File: config.mk
export PLATFORM = sky130hd
export DESIGN_NAME = idp_step_sequencer
export DESIGN_NICKNAME = d
export VERILOG_FILES = /design/src/rtl/idp_step_sequencer.sv
export SDC_FILE = /design/constraint.sdc
export NUM_CORES = 1
export LEC_CHECK = 0
export BUFFER_PORTS_ARGS = -buffer_cell sky130_fd_sc_hd__buf_4
export CAP_MARGIN = 40
export CORE_UTILIZATION = 45
export DETAILED_ROUTE_END_ITERATION = 10
export PLACE_DENSITY = 0.72
export SYNTH_ARGS = -nofsm -noshare
export SYNTH_HDL_FRONTEND = slang
export SYNTH_SLANG_ARGS = --single-unit
export TNS_END_PERCENT = 10
File: constraint.sdc
create_clock -name clock -period 1.48 [get_ports clock]
set_input_delay 0 -clock clock [delete_from_list [all_inputs] [get_ports clock]]
set_output_delay 0 -clock clock [all_outputs]
set_load 0.05 [all_outputs]
File: src/rtl/idp_step_sequencer.sv
// -----------------------------------------------------------------------------
// idp_step_sequencer
//
// Purpose:
//   Arbitrates single-cycle step requests from two debounced sources (register
//   write and memory write) into one-cycle write strobes for the integer
//   datapath. Each strobe is followed by a fixed settle window before another
//   grant. Requests arriving while the sequencer is busy are remembered in one
//   pending flag per requester. A request that finds its flag already set is
//   dropped, and the sticky ovf flag is raised. Ties are granted round-robin.
//
// Parameters:
//   SETTLE_CYCLES - idle cycles (1..15) held after every write strobe.
//
// Configuration macro:
//   IDP_STEP_COUNT_EN - when defined, step_cnt counts completed write strobes
//                       (8-bit, wrapping). When undefined, step_cnt is tied to
//                       zero and no counter register exists.
//
// Ports:
//   clock     in   system clock, rising-edge active
//   reset     in   asynchronous active-low reset
//   we_pulse  in   one-cycle register-write step request
//   mem_pulse in   one-cycle memory-write step request
//   ovf_clr   in   synchronous clear of ovf
//   rf_we     out  one-cycle register-file write enable
//   mem_we    out  one-cycle memory write enable
//   busy      out  high whenever the FSM is not IDLE
//   ovf       out  sticky flag: a request was dropped
//   step_cnt  out  [7:0] count of completed write strobes
// -----------------------------------------------------------------------------
module idp_step_sequencer #(
   parameter int unsigned SETTLE_CYCLES = 3
) (
   input  logic       clock,
   input  logic       reset,
   input  logic       we_pulse,
   input  logic       mem_pulse,
   input  logic       ovf_clr,
   output logic       rf_we,
   output logic       mem_we,
   output logic       busy,
   output logic       ovf,
   output logic [7:0] step_cnt
);

   typedef enum logic [1:0] {
      IDLE   = 2'd0,
      REG_WR = 2'd1,
      MEM_WR = 2'd2,
      SETTLE = 2'd3
   } state_t;

   // The settle counter is loaded on the write-state edge. It is then
   // decremented once per SETTLE cycle, and the FSM leaves SETTLE when the
   // counter reads zero. Loading SETTLE_CYCLES-1 therefore gives exactly
   // SETTLE_CYCLES cycles in SETTLE.
   localparam logic [3:0] SETTLE_LOAD = 4'(SETTLE_CYCLES - 1);

   // Requester index 0 = register write, 1 = memory write.
   state_t     state_reg;
   state_t     state_next;
   logic [1:0] pulse;
   logic [1:0] pend_reg;
   logic [1:0] pend_next;
   logic [1:0] grant;
   logic [1:0] drop;
   logic       last_mem_reg;
   logic       last_mem_next;
   logic [3:0] settle_reg;
   logic [3:0] settle_next;
   logic       ovf_reg;
   logic       ovf_next;

   assign pulse = {mem_pulse, we_pulse};

   // ---------------------------------------------------------------------------
   // FSM: state register
   // ---------------------------------------------------------------------------
   always_ff @(posedge clock or negedge reset) begin
      if (!reset) begin
         state_reg <= IDLE;
      end else begin
         state_reg <= state_next;
      end
   end

   // ---------------------------------------------------------------------------
   // FSM: next-state logic and grant decode
   // A grant is only produced on the IDLE -> write-state transition, so the
   // grant vector also marks the edge on which a pending flag is consumed.
   // ---------------------------------------------------------------------------
   always_comb begin
      state_next = state_reg;
      grant      = 2'b00;
      case (state_reg)
         IDLE: begin
            // The register requester wins when it is alone, or on a tie when
            // the memory requester was served last.
            if (pend_reg[0] && (!pend_reg[1] || last_mem_reg)) begin
               state_next = REG_WR;
               grant[0]   = 1'b1;
            end else if (pend_reg[1]) begin
               state_next = MEM_WR;
               grant[1]   = 1'b1;
            end
         end
         REG_WR, MEM_WR: state_next = SETTLE;
         SETTLE: begin
            if (settle_reg == 4'd0) begin
               state_next = IDLE;
            end
         end
         default: state_next = IDLE;
      endcase
   end

   // ---------------------------------------------------------------------------
   // FSM: outputs, decoded from the state register only
   // ---------------------------------------------------------------------------
   always_comb begin
      rf_we  = 1'b0;
      mem_we = 1'b0;
      busy   = 1'b0;
      case (state_reg)
         IDLE:    busy   = 1'b0;
         REG_WR:  begin rf_we  = 1'b1; busy = 1'b1; end
         MEM_WR:  begin mem_we = 1'b1; busy = 1'b1; end
         SETTLE:  busy   = 1'b1;
         default: busy   = 1'b0;
      endcase
   end

   // ---------------------------------------------------------------------------
   // Pending flags, one per requester.
   // A pulse always leaves its flag set, including on the grant edge, so that
   // back-to-back requests are not lost. A pulse is dropped only when the flag
   // is already set and is not being consumed on this edge.
   // ---------------------------------------------------------------------------
   genvar gi;
   generate
      for (gi = 0; gi < 2; gi++) begin : g_req
         assign drop[gi]      = pulse[gi] & pend_reg[gi] & ~grant[gi];
         assign pend_next[gi] = pulse[gi] | (pend_reg[gi] & ~grant[gi]);
      end
   endgenerate

   always_ff @(posedge clock or negedge reset) begin
      if (!reset) begin
         pend_reg <= 2'b00;
      end else begin
         pend_reg <= pend_next;
      end
   end

   // ---------------------------------------------------------------------------
   // Round-robin history: remembers which requester was granted most recently.
   // It resets to "memory", so the register requester wins the first tie.
   // ---------------------------------------------------------------------------
   always_comb begin
      last_mem_next = last_mem_reg;
      if (grant[1]) begin
         last_mem_next = 1'b1;
      end else if (grant[0]) begin
         last_mem_next = 1'b0;
      end
   end

   always_ff @(posedge clock or negedge reset) begin
      if (!reset) begin
         last_mem_reg <= 1'b1;
      end else begin
         last_mem_reg <= last_mem_next;
      end
   end

   // ---------------------------------------------------------------------------
   // Settle counter
   // ---------------------------------------------------------------------------
   always_comb begin
      settle_next = settle_reg;
      if (state_reg == REG_WR || state_reg == MEM_WR) begin
         settle_next = SETTLE_LOAD;
      end else if (state_reg == SETTLE && settle_reg != 4'd0) begin
         settle_next = settle_reg - 4'd1;
      end
   end

   always_ff @(posedge clock or negedge reset) begin
      if (!reset) begin
         settle_reg <= 4'd0;
      end else begin
         settle_reg <= settle_next;
      end
   end

   // ---------------------------------------------------------------------------
   // Sticky overflow flag: a drop on the same edge as a clear takes priority,
   // so the new event is never lost.
   // ---------------------------------------------------------------------------
   always_comb begin
      ovf_next = ovf_reg;
      if (|drop) begin
         ovf_next = 1'b1;
      end else if (ovf_clr) begin
         ovf_next = 1'b0;
      end
   end

   always_ff @(posedge clock or negedge reset) begin
      if (!reset) begin
         ovf_reg <= 1'b0;
      end else begin
         ovf_reg <= ovf_next;
      end
   end

   assign ovf = ovf_reg;

   // ---------------------------------------------------------------------------
   // Completed-strobe counter. It advances on the edge that ends each
   // write-state cycle.
   // ---------------------------------------------------------------------------
`ifdef IDP_STEP_COUNT_EN
   logic [7:0] step_cnt_reg;
   logic [7:0] step_cnt_next;

   always_comb begin
      step_cnt_next = step_cnt_reg;
      if (state_reg == REG_WR || state_reg == MEM_WR) begin
         step_cnt_next = step_cnt_reg + 8'd1;
      end
   end

   always_ff @(posedge clock or negedge reset) begin
      if (!reset) begin
         step_cnt_reg <= 8'd0;
      end else begin
         step_cnt_reg <= step_cnt_next;
      end
   end

   assign step_cnt = step_cnt_reg;
`else
   assign step_cnt = 8'h00;
`endif

endmodule

# Word-level counts from Yosys, hierarchy flattened
# Index checks and enable logic that the tools add are counted.
# Widths: inputs -> output; s select.
[totals]
ff_bits = 10
[op_classes]
n_mux = 17
reduce_logical = 15
eq_ne = 5
add_sub_neg = 1
bitwise = 10
[op_table]
columns = ["cell", "n"]
rows = [
  ["$mux 1", 9],
  ["$mux 2", 4],
  ["$mux 4", 2],
  ["$and 1x1->1", 6],
  ["$pmux 2 s3", 1],
  ["$reduce_bool 2->1", 3],
  ["$eq 2x2->1 const B", 2],
  ["$logic_not 4->1", 1],
  ["$reduce_bool 4->1", 1],
  ["$reduce_or 2->1", 2],
  ["$sub 4x1->4 const B", 1],
  ["$ne 3x3->1 const B", 1],
  ["$reduce_or 3->1", 1],
  ["$eq 2x1->1 const B", 1],
  ["$logic_and 1x1->1", 2],
  ["$logic_not 2->1", 1],
  ["$logic_or 1x1->1", 2],
  ["$ne 2x2->1 const B", 1],
  ["$not 1->1", 2],
  ["$or 1x1->1", 2],
  ["$pmux 1 s2", 1],
  ["$reduce_and 2->1", 1],
  ["$logic_not 1->1", 1],
]

# Depth between registers and ports, before layout
[logic_depth]
ltp_word = 9
depth_mapped = 5
ltp_nobuf = 5

# Least setup slack after synthesis
# Ideal clock, no wire load.
[synth_timing]
path_kind = "flip-flop to flip-flop"
from = "register settle_reg[0]"
to = "register state_reg[0]"
stages_incl_launch_ff = 6
t_arrival_ns = 1.491
required_time_ns = 1.355
n_path_buf = 0
setup_slack_ns = -0.136
setup_ns = 0.125
path_cell_list = "dfrtp_1 -> inv_1 -> ha_1 -> or3b_4 -> a22oi_4 -> mux2_4"
[synth_between]
elab_chain_cells = 3
[synth_rtl]
columns = ["element", "line", "rtl"]
rows = [
  ["from (decl)", "70", "logic [3:0] settle_reg;"],
  ["from (signal assigned)", "193", "settle_reg <= settle_next;"],
  ["$logic_not 4->1", "110", "if (settle_reg == 4'd0) begin"],
  ["$ne 2x2->1 (no source line)", "--", ""],
  ["$reduce_and 2->1 (no source line)", "--", ""],
  ["to (signal assigned)", "84", "state_reg <= state_next;"],
  ["to (decl)", "61", "state_t state_reg;"],
]
# Every way passes these cells.
# A chain may end at the register's enable or synchronous reset.

# Final worst setup path
[layout_timing]
from = "register settle_reg[1]"
to = "register state_reg[0]"
# The elaborated chain is that of the path after synthesis.

==> results.sh <==
export IMPL_yosysWarnings=0
export IMPL_timing_fmax_ghz=0.6219
export IMPL_ys_seq_area_share_pct=38.65
export IMPL_power_density_mw_per_mm2=2256
export IMPL_synth_flop_cell="dfrtp_1"
export IMPL_grt_max_degree=11
export IMPL_core_mm2=0.001318
export IMPL_min_period_over_period_pct=108.6
export IMPL_grt_total_usage_pct=19.63
export IMPL_antenna_found_initial=0
export IMPL_clock_sinks=10
export IMPL_cp_end_kind="register"
export IMPL_die_area_mm2=0.001602
export IMPL_p_leak_nw=0.4758
export IMPL_crit_path_max_fanout=2
export IMPL_initial_utilization_pct=49.38
export IMPL_vias=508
export IMPL_finClkSkew_ns=0.001077
export IMPL_finalHoldViolCount=0
export IMPL_grt_pass1_wl_mm=1.994
export IMPL_largest_reg_flops=4
export IMPL_htreeDepth=1
export IMPL_dp_hpwl_um=931.8
export IMPL_setup_viol=2
export IMPL_vdd_drop_max_mv=1.489
export IMPL_finalWirelength_mm=1.233
export IMPL_required_ns=1.64
export IMPL_cp_slowest_cell="or3b_4"
export IMPL_cts_tree="built"
export IMPL_io_pins=17
export IMPL_insertion_delay_ns=0.27
export IMPL_violations="negative setup slack"
export IMPL_crit_path_max_incr_delay_ns=0.40
export IMPL_dieHeight_um=40.03
export IMPL_start_kind="register"
export IMPL_hold_path_class="in -> async"
export IMPL_worstPathCellList="inv_2, ha_4, or3b_4, a22oi_4, mux2_4"
export IMPL_dr_pass1_iters=4
export IMPL_period_needed_ns=1.608
export IMPL_synth_cells=63
export IMPL_grt_pass1_vias=482
export IMPL_synth_edf_count=0
export IMPL_clk_path_buf_depth=2
export IMPL_io_buffers=8
export IMPL_drt_initial_drc_count=5
export IMPL_drive_gt1_share_pct=41.11
export IMPL_async_flop_share_pct=100.0
export IMPL_whs_ns=0.09182
export IMPL_rsz0062_at_grt="yes"
export IMPL_postLayoutSetupSlackWorst_ns=-0.1280
export IMPL_cts_root_buffer="clkbuf_4"
export IMPL_rows=13
export IMPL_status="complete, but fails checks"
export IMPL_maxCapViolCount=0
export IMPL_viasPerCell=4.838
export IMPL_syn_area_per_cell_um2=10.33
export IMPL_syn2layout_area_growth_pct=35.96
export IMPL_cts_buffers=3
export IMPL_die_w_um=40.03
export IMPL_wire_per_inst_um=11.74
export IMPL_ant_nets=0
export IMPL_drc=0
export IMPL_syn_area_um2=650.6
export IMPL_pre_cts_ws_ns=-0.1436
export IMPL_grt_overflow=0
export IMPL_crit_arrival_ns=1.77
export IMPL_slew_viol_final=0
export IMPL_fin_nets=102
export IMPL_clk_pin_slew_ns=0.07
export IMPL_ys_seq_elements=10
export IMPL_path_class="reg -> reg"
export IMPL_gp_congestion=0.7602
export IMPL_antennaDiodeCount=0
export IMPL_synth_distinct_cells=30
worst max-delay path: cells and delay by family, from the launching register on:
family | cells | cell delay (ns)
buffers and inverters | 1 | 0.08
DFF | 1 | 0.39
muxes | 1 | 0.31
adders and majority gates | 1 | 0.13
and+or+nand+nor | 1 | 0.40
AOI/OAI and AO/OA | 1 | 0.19
cell usage in the layout (no fill, tap or decap), drive strengths merged, types with 2 or more instances in the layout:
cell,n
buf,21
dfrtp,9
conb,8
inv,7
ha,6
clkbuf,4
dlygate4sd3,3
nor2b,2
a21o,2
o21ai,2
a21oi,2
o22ai,2
nor2,2
o211ai,2
per-layer routing:
layer / share of wire (%) / up-vias / global-route usage (%)
met3: 2.4 / 2 / 5.000
met1: 44 / 240 / 22.92
li1: - / 259 / -
met5: 0 / - / 0
met2: 53 / 7 / 32.66
met4: 0.81 / 0 / 10.34
cell usage after synthesis, drive strengths merged (2+ instances only):
library cell  count  area (um^2)
nor2b             2        12.51
ha                6        75.07
a21oi             2        10.01
buf               8        60.06
a21o              2        15.01
o21ai             2        10.01
nor2              2        7.510
inv               7        26.28
dfrtp             9        225.2
o22ai             2        12.51
o211ai            2        15.01
stage by stage:
step | area [um^2] | total power [W] | setup TNS, ns | cells | utilization, %
5_1_grt | 884.6 | 0.002135 | -0.3603 | 105 | 67.14
3_3_place_gp | 778.2 | 0.001639 | -0.1727 | 96 | 59.07
3_5_place_dp | 778.2 | 0.001667 | -0.2591 | 96 | 59.07
2_1_floorplan | 676.9 | 0.001295 | -0.1382 | 70 | -
6_report | 884.6 | 0.001996 | -0.2315 | 105 | 67.14
4_1_cts | 872.1 | 0.001967 | -0.2532 | 105 | 66.19
layout make-up:
type                    instances  area (um^2)
fillers                       120        432.9
multi-input cells              45        364.1
flip-flops and latches         10        251.5
repair buffers                 24        187.7
clock buffers                   4        36.28
inverters                       7        26.28
well taps                      15        18.77
timing repair:
item,4_1_cts,5_1_grt
endpoints found under the hold margin,13,0
pin swaps,2,1
hold buffers,3,0
gates resized for setup,4,5
endpoints found under the setup margin,2,5
setup buffers,2,0
power by group:
| group | internal [W] | switching, W |
|---|---|---|
| Sequential | 0.000384 | 0.0000824 |
| Clock | 0.000150 | 0.0000996 |
| Combinational | 0.000593 | 0.000687 |
final timing paths:
check,startpoint,to,slack (ns),depth (start not counted)
min reg2reg,last_mem_reg,last_mem_reg,0.54,2
max in group asynchronous,reset,last_mem_reg,1.17,2
min,reset,settle_reg[0],0.09,2
min in group clock,ovf_clr,ovf,0.10,3
max,settle_reg[1],state_reg[0],-0.13,5
max reg2reg,settle_reg[1],state_reg[0],-0.13,5
kinds of logic (layout without fill, tap and decap cells):
| family | count (synthesis) | count (layout) | share of synthesized area (%) |
|---|---|---|---|
| XOR/XNOR | 1 | 1 | 1.346 |
| other | 1 | 8 | 0.5764 |
| multiplexers | 2 | 2 | 3.846 |
| AND/OR/NAND/NOR | 12 | 12 | 11.16 |
| adder cells (fa/ha/maj) | 6 | 6 | 11.54 |
| AO/OA/AOI/OAI | 16 | 16 | 19.62 |
| flip-flops | 10 | 10 | 38.66 |
| buffers and inverters | 15 | 35 | 13.27 |
(Power assumes the default switching activity.)
